--- config.mk ---
export PLATFORM = sky130hd
export DESIGN_NAME = vip_uart_receiver
export DESIGN_NICKNAME = d
export VERILOG_FILES = /design/src/rtl/vip_uart_receiver.sv
export SDC_FILE = /design/constraint.sdc
export NUM_CORES = 1
export LEC_CHECK = 0
export BUFFER_PORTS_ARGS = -buffer_cell sky130_fd_sc_hd__buf_4
export CAP_MARGIN = 40
export CORE_UTILIZATION = 60
export CTS_CLUSTER_DIAMETER = 60
export DETAILED_ROUTE_END_ITERATION = 12
export PLACE_DENSITY = 0.82
export SLEW_MARGIN = 15
export SYNTH_ARGS = -nofsm -noshare
export SYNTH_HDL_FRONTEND = slang
export SYNTH_SLANG_ARGS = --single-unit
--- constraint.sdc ---
create_clock -name i_clk -period 2.65 [get_ports i_clk]
set_clock_uncertainty 0.1 [all_clocks]
set_input_delay 0.265 -clock i_clk [delete_from_list [all_inputs] [get_ports i_clk]]
set_output_delay 0.265 -clock i_clk [all_outputs]
set_load 0.02 [all_outputs]
--- src/rtl/vip_uart_receiver.sv ---
// ---------------------------------------------------------------------------
// vip_uart_receiver
//
// Oversampling 8N1 UART receiver. The serial line is synchronized into the
// i_clk domain, a start bit is detected on a high-to-low transition, its
// middle is re-checked to reject glitches, then eight data bits (LSB first)
// and the stop bit are sampled once per bit period. Good frames are
// delivered on o_data/o_rdy; bad stop bits raise o_err_frame.
//
// Parameters
//   scaler      i_clk cycles per UART bit (even, >= 4)
//
// Ports
//   i_nrst      asynchronous active-low reset
//   i_clk       receiver clock, rising edge
//   i_rx        serial input, idle high
//   i_rdy_clr   consumer acknowledge, clears o_rdy/o_err_frame/o_overflow
//   o_rdy       sticky: a received byte is waiting on o_data
//   o_data      last correctly framed byte
//   o_err_frame sticky: a stop bit was sampled low
//   o_overflow  sticky: a byte arrived while o_rdy was still set
// ---------------------------------------------------------------------------
module vip_uart_receiver #(
  parameter int scaler = 8
) (
  input  logic       i_nrst,
  input  logic       i_clk,
  input  logic       i_rx,
  input  logic       i_rdy_clr,
  output logic       o_rdy,
  output logic [7:0] o_data,
  output logic       o_err_frame,
  output logic       o_overflow
);

  localparam logic [31:0] half_bit_last = 32'(scaler / 2 - 1);
  localparam logic [31:0] full_bit_last = 32'(scaler - 1);

  typedef enum logic [1:0] {
    s_idle,
    s_startbit,
    s_data,
    s_stopbit
  } state_t;

  state_t      state;
  logic [31:0] sample;
  logic [3:0]  bitpos;
  logic [7:0]  shiftreg;

  logic rx_meta;
  logic rx_s;
  logic rx_prev;
  logic [2:0] warm;

  // Two-flop synchronizer plus one history flop for falling-edge detection.
  // The flops reset to the idle level, so right after reset the history
  // does not reflect the real line yet. 'warm' fills with ones over the
  // first three edges; only when warm[2] is set do rx_s and rx_prev both
  // hold real samples, which keeps a line that is already low at reset
  // release from looking like a start edge.
  always_ff @(posedge i_clk or negedge i_nrst) begin
    if (!i_nrst) begin
      rx_meta <= 1'b1;
      rx_s    <= 1'b1;
      rx_prev <= 1'b1;
      warm    <= 3'b000;
    end else begin
      rx_meta <= i_rx;
      rx_s    <= rx_meta;
      rx_prev <= rx_s;
      warm    <= {warm[1:0], 1'b1};
    end
  end

  // Receive state machine with registered outputs. The acknowledge clears
  // the sticky flags first; a stop-bit decision in the same cycle then
  // overrides whichever flags it owns, so a delivery wins over the clear
  // (and cannot count as an overflow), while a framing error still lets
  // the clear drop o_rdy and o_overflow.
  always_ff @(posedge i_clk or negedge i_nrst) begin
    if (!i_nrst) begin
      state       <= s_idle;
      sample      <= 32'd0;
      bitpos      <= 4'd0;
      shiftreg    <= 8'd0;
      o_rdy       <= 1'b0;
      o_data      <= 8'd0;
      o_err_frame <= 1'b0;
      o_overflow  <= 1'b0;
    end else begin
      if (i_rdy_clr) begin
        o_rdy       <= 1'b0;
        o_err_frame <= 1'b0;
        o_overflow  <= 1'b0;
      end

      case (state)
        s_idle: begin
          sample <= 32'd0;
          if (warm[2] && rx_prev && !rx_s) begin
            state <= s_startbit;
          end
        end

        // Re-check the line half a bit in; a high level means the edge
        // was a glitch. Leaving here at mid-bit puts every later sample
        // point at the middle of its bit.
        s_startbit: begin
          if (sample == half_bit_last) begin
            sample <= 32'd0;
            if (!rx_s) begin
              state  <= s_data;
              bitpos <= 4'd0;
            end else begin
              state <= s_idle;
            end
          end else begin
            sample <= sample + 32'd1;
          end
        end

        s_data: begin
          if (sample == full_bit_last) begin
            shiftreg <= {rx_s, shiftreg[7:1]};
            sample   <= 32'd0;
            bitpos   <= bitpos + 4'd1;
            if (bitpos == 4'd7) begin
              state <= s_stopbit;
            end
          end else begin
            sample <= sample + 32'd1;
          end
        end

        s_stopbit: begin
          if (sample == full_bit_last) begin
            sample <= 32'd0;
            state  <= s_idle;
            if (rx_s) begin
              o_data <= shiftreg;
              o_rdy  <= 1'b1;
              if (o_rdy && !i_rdy_clr) begin
                o_overflow <= 1'b1;
              end
            end else begin
              o_err_frame <= 1'b1;
            end
          end else begin
            sample <= sample + 32'd1;
          end
        end

        default: begin
          state  <= s_idle;
          sample <= 32'd0;
        end
      endcase
    end
  end

endmodule

==> impl_metrics.yaml <==
placement:
  place_hpwl_um: 3552
  buffer_ports.inserted: 14
  pre_cts_ws_ps: 253.1
  routability_cong: 0.8656
  place.detailed.instances: 344
routing:
  mean_routed_wirelength_per_cell_um: 14.73
  detail-route-antenna-nets: 0
  totalWireLength_um: 5348
  detail_route.iter0.violations: 197
  dr.pass1.iters: 4
  detail_route.vias_per_cell: 5.785
  route.vias.total: 2100
  remaining_drc_errors: 0
final_layout:
  area_taken_by_flip_flops_and_latches_mm2: 0.001580
  flow.area_growth_from_synthesis_pct: 13.03
  post_route_cells_drive_above_1_share_pct: 19.09
  nNetsFinal: 310
  multiInputGateArea_mm2: 0.001260
  diodes: 0
  non_filler_instance_count_after_layout: 363
  fillers: 342
  post-route-util_pct: 70.32
setup_path:
  criticalPathCategory: "register to register"
  regToRegSetupSlack_ps: 260
  r2r.worst_path.cells: 5
  worst_setup_path_start_kind: "register"
  worstPathRequired_ps: 2770
  setup.worst_path.end_class: "register"
  worstPathArrival_ps: 2510
  r2r_end: "o_data[2]$_DFFE_PN0P_"
  regToRegStartpoint: "sample[5]$_DFF_PN0_"
  crit_fanout: 9
hold_path:
  min-delay-path-class: "register to register"
  timing.hold.worst_endpoint: "warm[2]$_DFF_PN0_"
  min_path_cells: 0
  min-delay-start: "warm[1]$_DFF_PN0_"
logic_synthesis:
  ys_ff_latch: 63
  mappedNetlistArea_mm2: 0.002919
  synth_largest_area_cell: "sky130_fd_sc_hd__dfrtp_1"
  syn_nets: 285
  synth_edf_count: 0
  post_synth.cell_area_avg_um2: 10.46
  postSynth.topFlopCell: "sky130_fd_sc_hd__dfrtp_1"
  synth_cells: 279
  synth_cell_types: 42
  synth_most_common_cell: "sky130_fd_sc_hd__dfrtp_1"
  yosys-top-cells-area: "sky130_fd_sc_hd__dfrtp_1 (51%), sky130_fd_sc_hd__xnor2_1 (7.2%), sky130_fd_sc_hd__mux2_2 (6.2%)"
  postSynth.asyncResetShare_pct: 100.0
  synth.top_cell.area_share_pct: 51.44
  yosys_warnings: 0
  ys_top_cells_by_count: "sky130_fd_sc_hd__dfrtp_1 (60), sky130_fd_sc_hd__nor2_1 (45), sky130_fd_sc_hd__xnor2_1 (24)"
  yosysSeqAreaShare_pct: 54.14
clocking:
  cts_made_buffers: 9
  tritoncts_clock_tree: "yes"
  tritoncts_num_sinks: 63
  clock_tree.buffer_depth: 2
  ctsRootBufferMaster: "sky130_fd_sc_hd__clkbuf_8"
  worstSkewPairLatency_ps: 330
  path_clk_slew_ps: 70
  htree_levels: 3
  setup_bufs_post_cts: 0
timing:
  finalCriticalPeriod_ps: 2388
  setup_violations: 0
  max_slew.worst_pin.slew_ps: 769.6
  timing.final.max_slew_violations: 0
  timing.fmax_mhz: 418.7
  worst_relative_slew_slack_pct: 48.69
  setup-tns-final_ps: 0
  setup_slack_ps: 261.8
  fin_crit_sh_pct: 90.12
  hold_violations: 0
  grt_setup_unrepaired: "no"
global_routing:
  grt_first_pass_wirelength_um: 9342
  grt.total_usage_pct: 23.85
  antenna_found_initial: 0
  grt_pass1_vias: 1950
  globalRouteOverflowTotal: 0
  largest_net_degree_at_the_start_of_global_routing: 64
power:
  power.leakage_nw: 1.473
  power.ir.vdd_worst_v: 0.0004344
  p_per_area_mw_per_mm2: 683.9
job:
  timing.max_cap.violations: 0
die:
  placement_rows: 25
  die_y_um: 71.75
  placeableCoreArea_mm2: 0.004692
  initial_standard_cell_utilization_of_the_core_pct: 62.21
  dieArea_mm2: 0.005148
  die_width_um: 71.75
  io_pins: 15
outcome:
  run_status: "complete, no violations"
[where the power goes]
group | total [mW] | switching, mW | leakage [nW] | internal, mW
sequential | 1.10 | 0.0712 | 0.849 | 1.03
clock | 0.716 | 0.379 | 0.0812 | 0.338
combinational | 0.441 | 0.278 | 0.543 | 0.163
total | 2.26 | 0.728 | 1.47 | 1.53
[registers in the layout (all words and copies together) (netlist names), named ones only]
| signal | flops |
|---|---|
| rx_s | 1 |
| o_err_frame | 1 |
| bitpos | 4 |
| warm | 3 |
| rx_meta | 1 |
| sample | 32 |
| o_rdy | 1 |
| state | 1 |
| o_overflow | 1 |
| rx_prev | 1 |
| o_data | 8 |
| shiftreg | 8 |
[metrics by stage]
stage,area (um^2),power [mW],hold slack [ps]
finish,3299,2.257,250.1
CTS,3299,2.273,251.3
global route,3299,2.386,259.6
detailed placement,3095,1.553,234.7
global placement,3095,1.539,234.4
floorplan,2919,1.422,-130.6
[kinds of logic (layout without fill, tap and decap cells)]
kind of cell,count (synthesis),in the layout,synth area share (%)
compound gates,20,20,4.758
xor+xnor,29,29,8.701
fa+ha+maj,2,2,0.8571
buf+inv,19,49,2.701
flops,63,63,54.14
mux,16,16,6.172
other cells,1,1,0.1285
simple gates,129,129,22.55
[worst max-delay path by stage]
stage | start | to
final | sample[5]$_DFF_PN0_ | o_data[2]$_DFFE_PN0P_
after global routing | sample[5]$_DFF_PN0_ | o_data[2]$_DFFE_PN0P_
after CTS | sample[5]$_DFF_PN0_ | o_data[2]$_DFFE_PN0P_
after detailed placement | sample[5]$_DFF_PN0_ | o_data[2]$_DFFE_PN0P_
after global placement | sample[5]$_DFF_PN0_ | o_data[6]$_DFFE_PN0P_
after floorplan | sample[24]$_DFF_PN0_ | o_data[0]$_DFFE_PN0P_
[what timing repair did]
action	CTS	global route
hold buffers	3	0
resized for setup	0	0
endpoints found under the hold margin	62	0
[layer usage]
metal | routed length, um | GRT usage [%]
met4 | 92 | 12.42
met2 | 2512 | 33.65
met3 | 210 | 4.782
met5 | 0 | 0
met1 | 2532 | 35.11
[critical path, cell delays in order (launching register included)]
cell	delay (ps)
sky130_fd_sc_hd__dfrtp_1	440
sky130_fd_sc_hd__nor4_1	370
sky130_fd_sc_hd__nand4_2	150
sky130_fd_sc_hd__nor3_1	350
sky130_fd_sc_hd__and3_1	470
sky130_fd_sc_hd__mux2_2	390
[layout by cell type, fill, tap and decap left out, types with 3 or more instances in the layout]
cell,Yosys,final
sky130_fd_sc_hd__a21oi_1,4,4
sky130_fd_sc_hd__a31oi_1,3,3
sky130_fd_sc_hd__and3_1,4,4
sky130_fd_sc_hd__and4_1,5,5
sky130_fd_sc_hd__buf_4,1,20
sky130_fd_sc_hd__clkbuf_8,0,9
sky130_fd_sc_hd__clkinvlp_4,0,3
sky130_fd_sc_hd__dfrtp_1,60,60
sky130_fd_sc_hd__dfstp_2,3,3
sky130_fd_sc_hd__dlygate4sd3_1,0,3
sky130_fd_sc_hd__inv_1,10,10
sky130_fd_sc_hd__mux2_2,16,16
sky130_fd_sc_hd__nand2_1,20,20
sky130_fd_sc_hd__nand2b_1,3,3
sky130_fd_sc_hd__nand3_1,8,8
sky130_fd_sc_hd__nand4_1,6,6
sky130_fd_sc_hd__nor2_1,45,45
sky130_fd_sc_hd__nor3_1,19,19
sky130_fd_sc_hd__nor4_1,9,9
sky130_fd_sc_hd__xnor2_1,24,24
sky130_fd_sc_hd__xor2_1,5,5
[cell type report]
type / count / area share (%)
clock buffers: 9 / 3.754
clock inverters: 7 / 1.517
inverters: 10 / 1.138
multi-input cells: 197 / 38.19
flip-flops and latches: 63 / 47.90
well taps: 54 / 2.048
repair buffers: 23 / 5.461
Power figures use the tool's default switching activity.
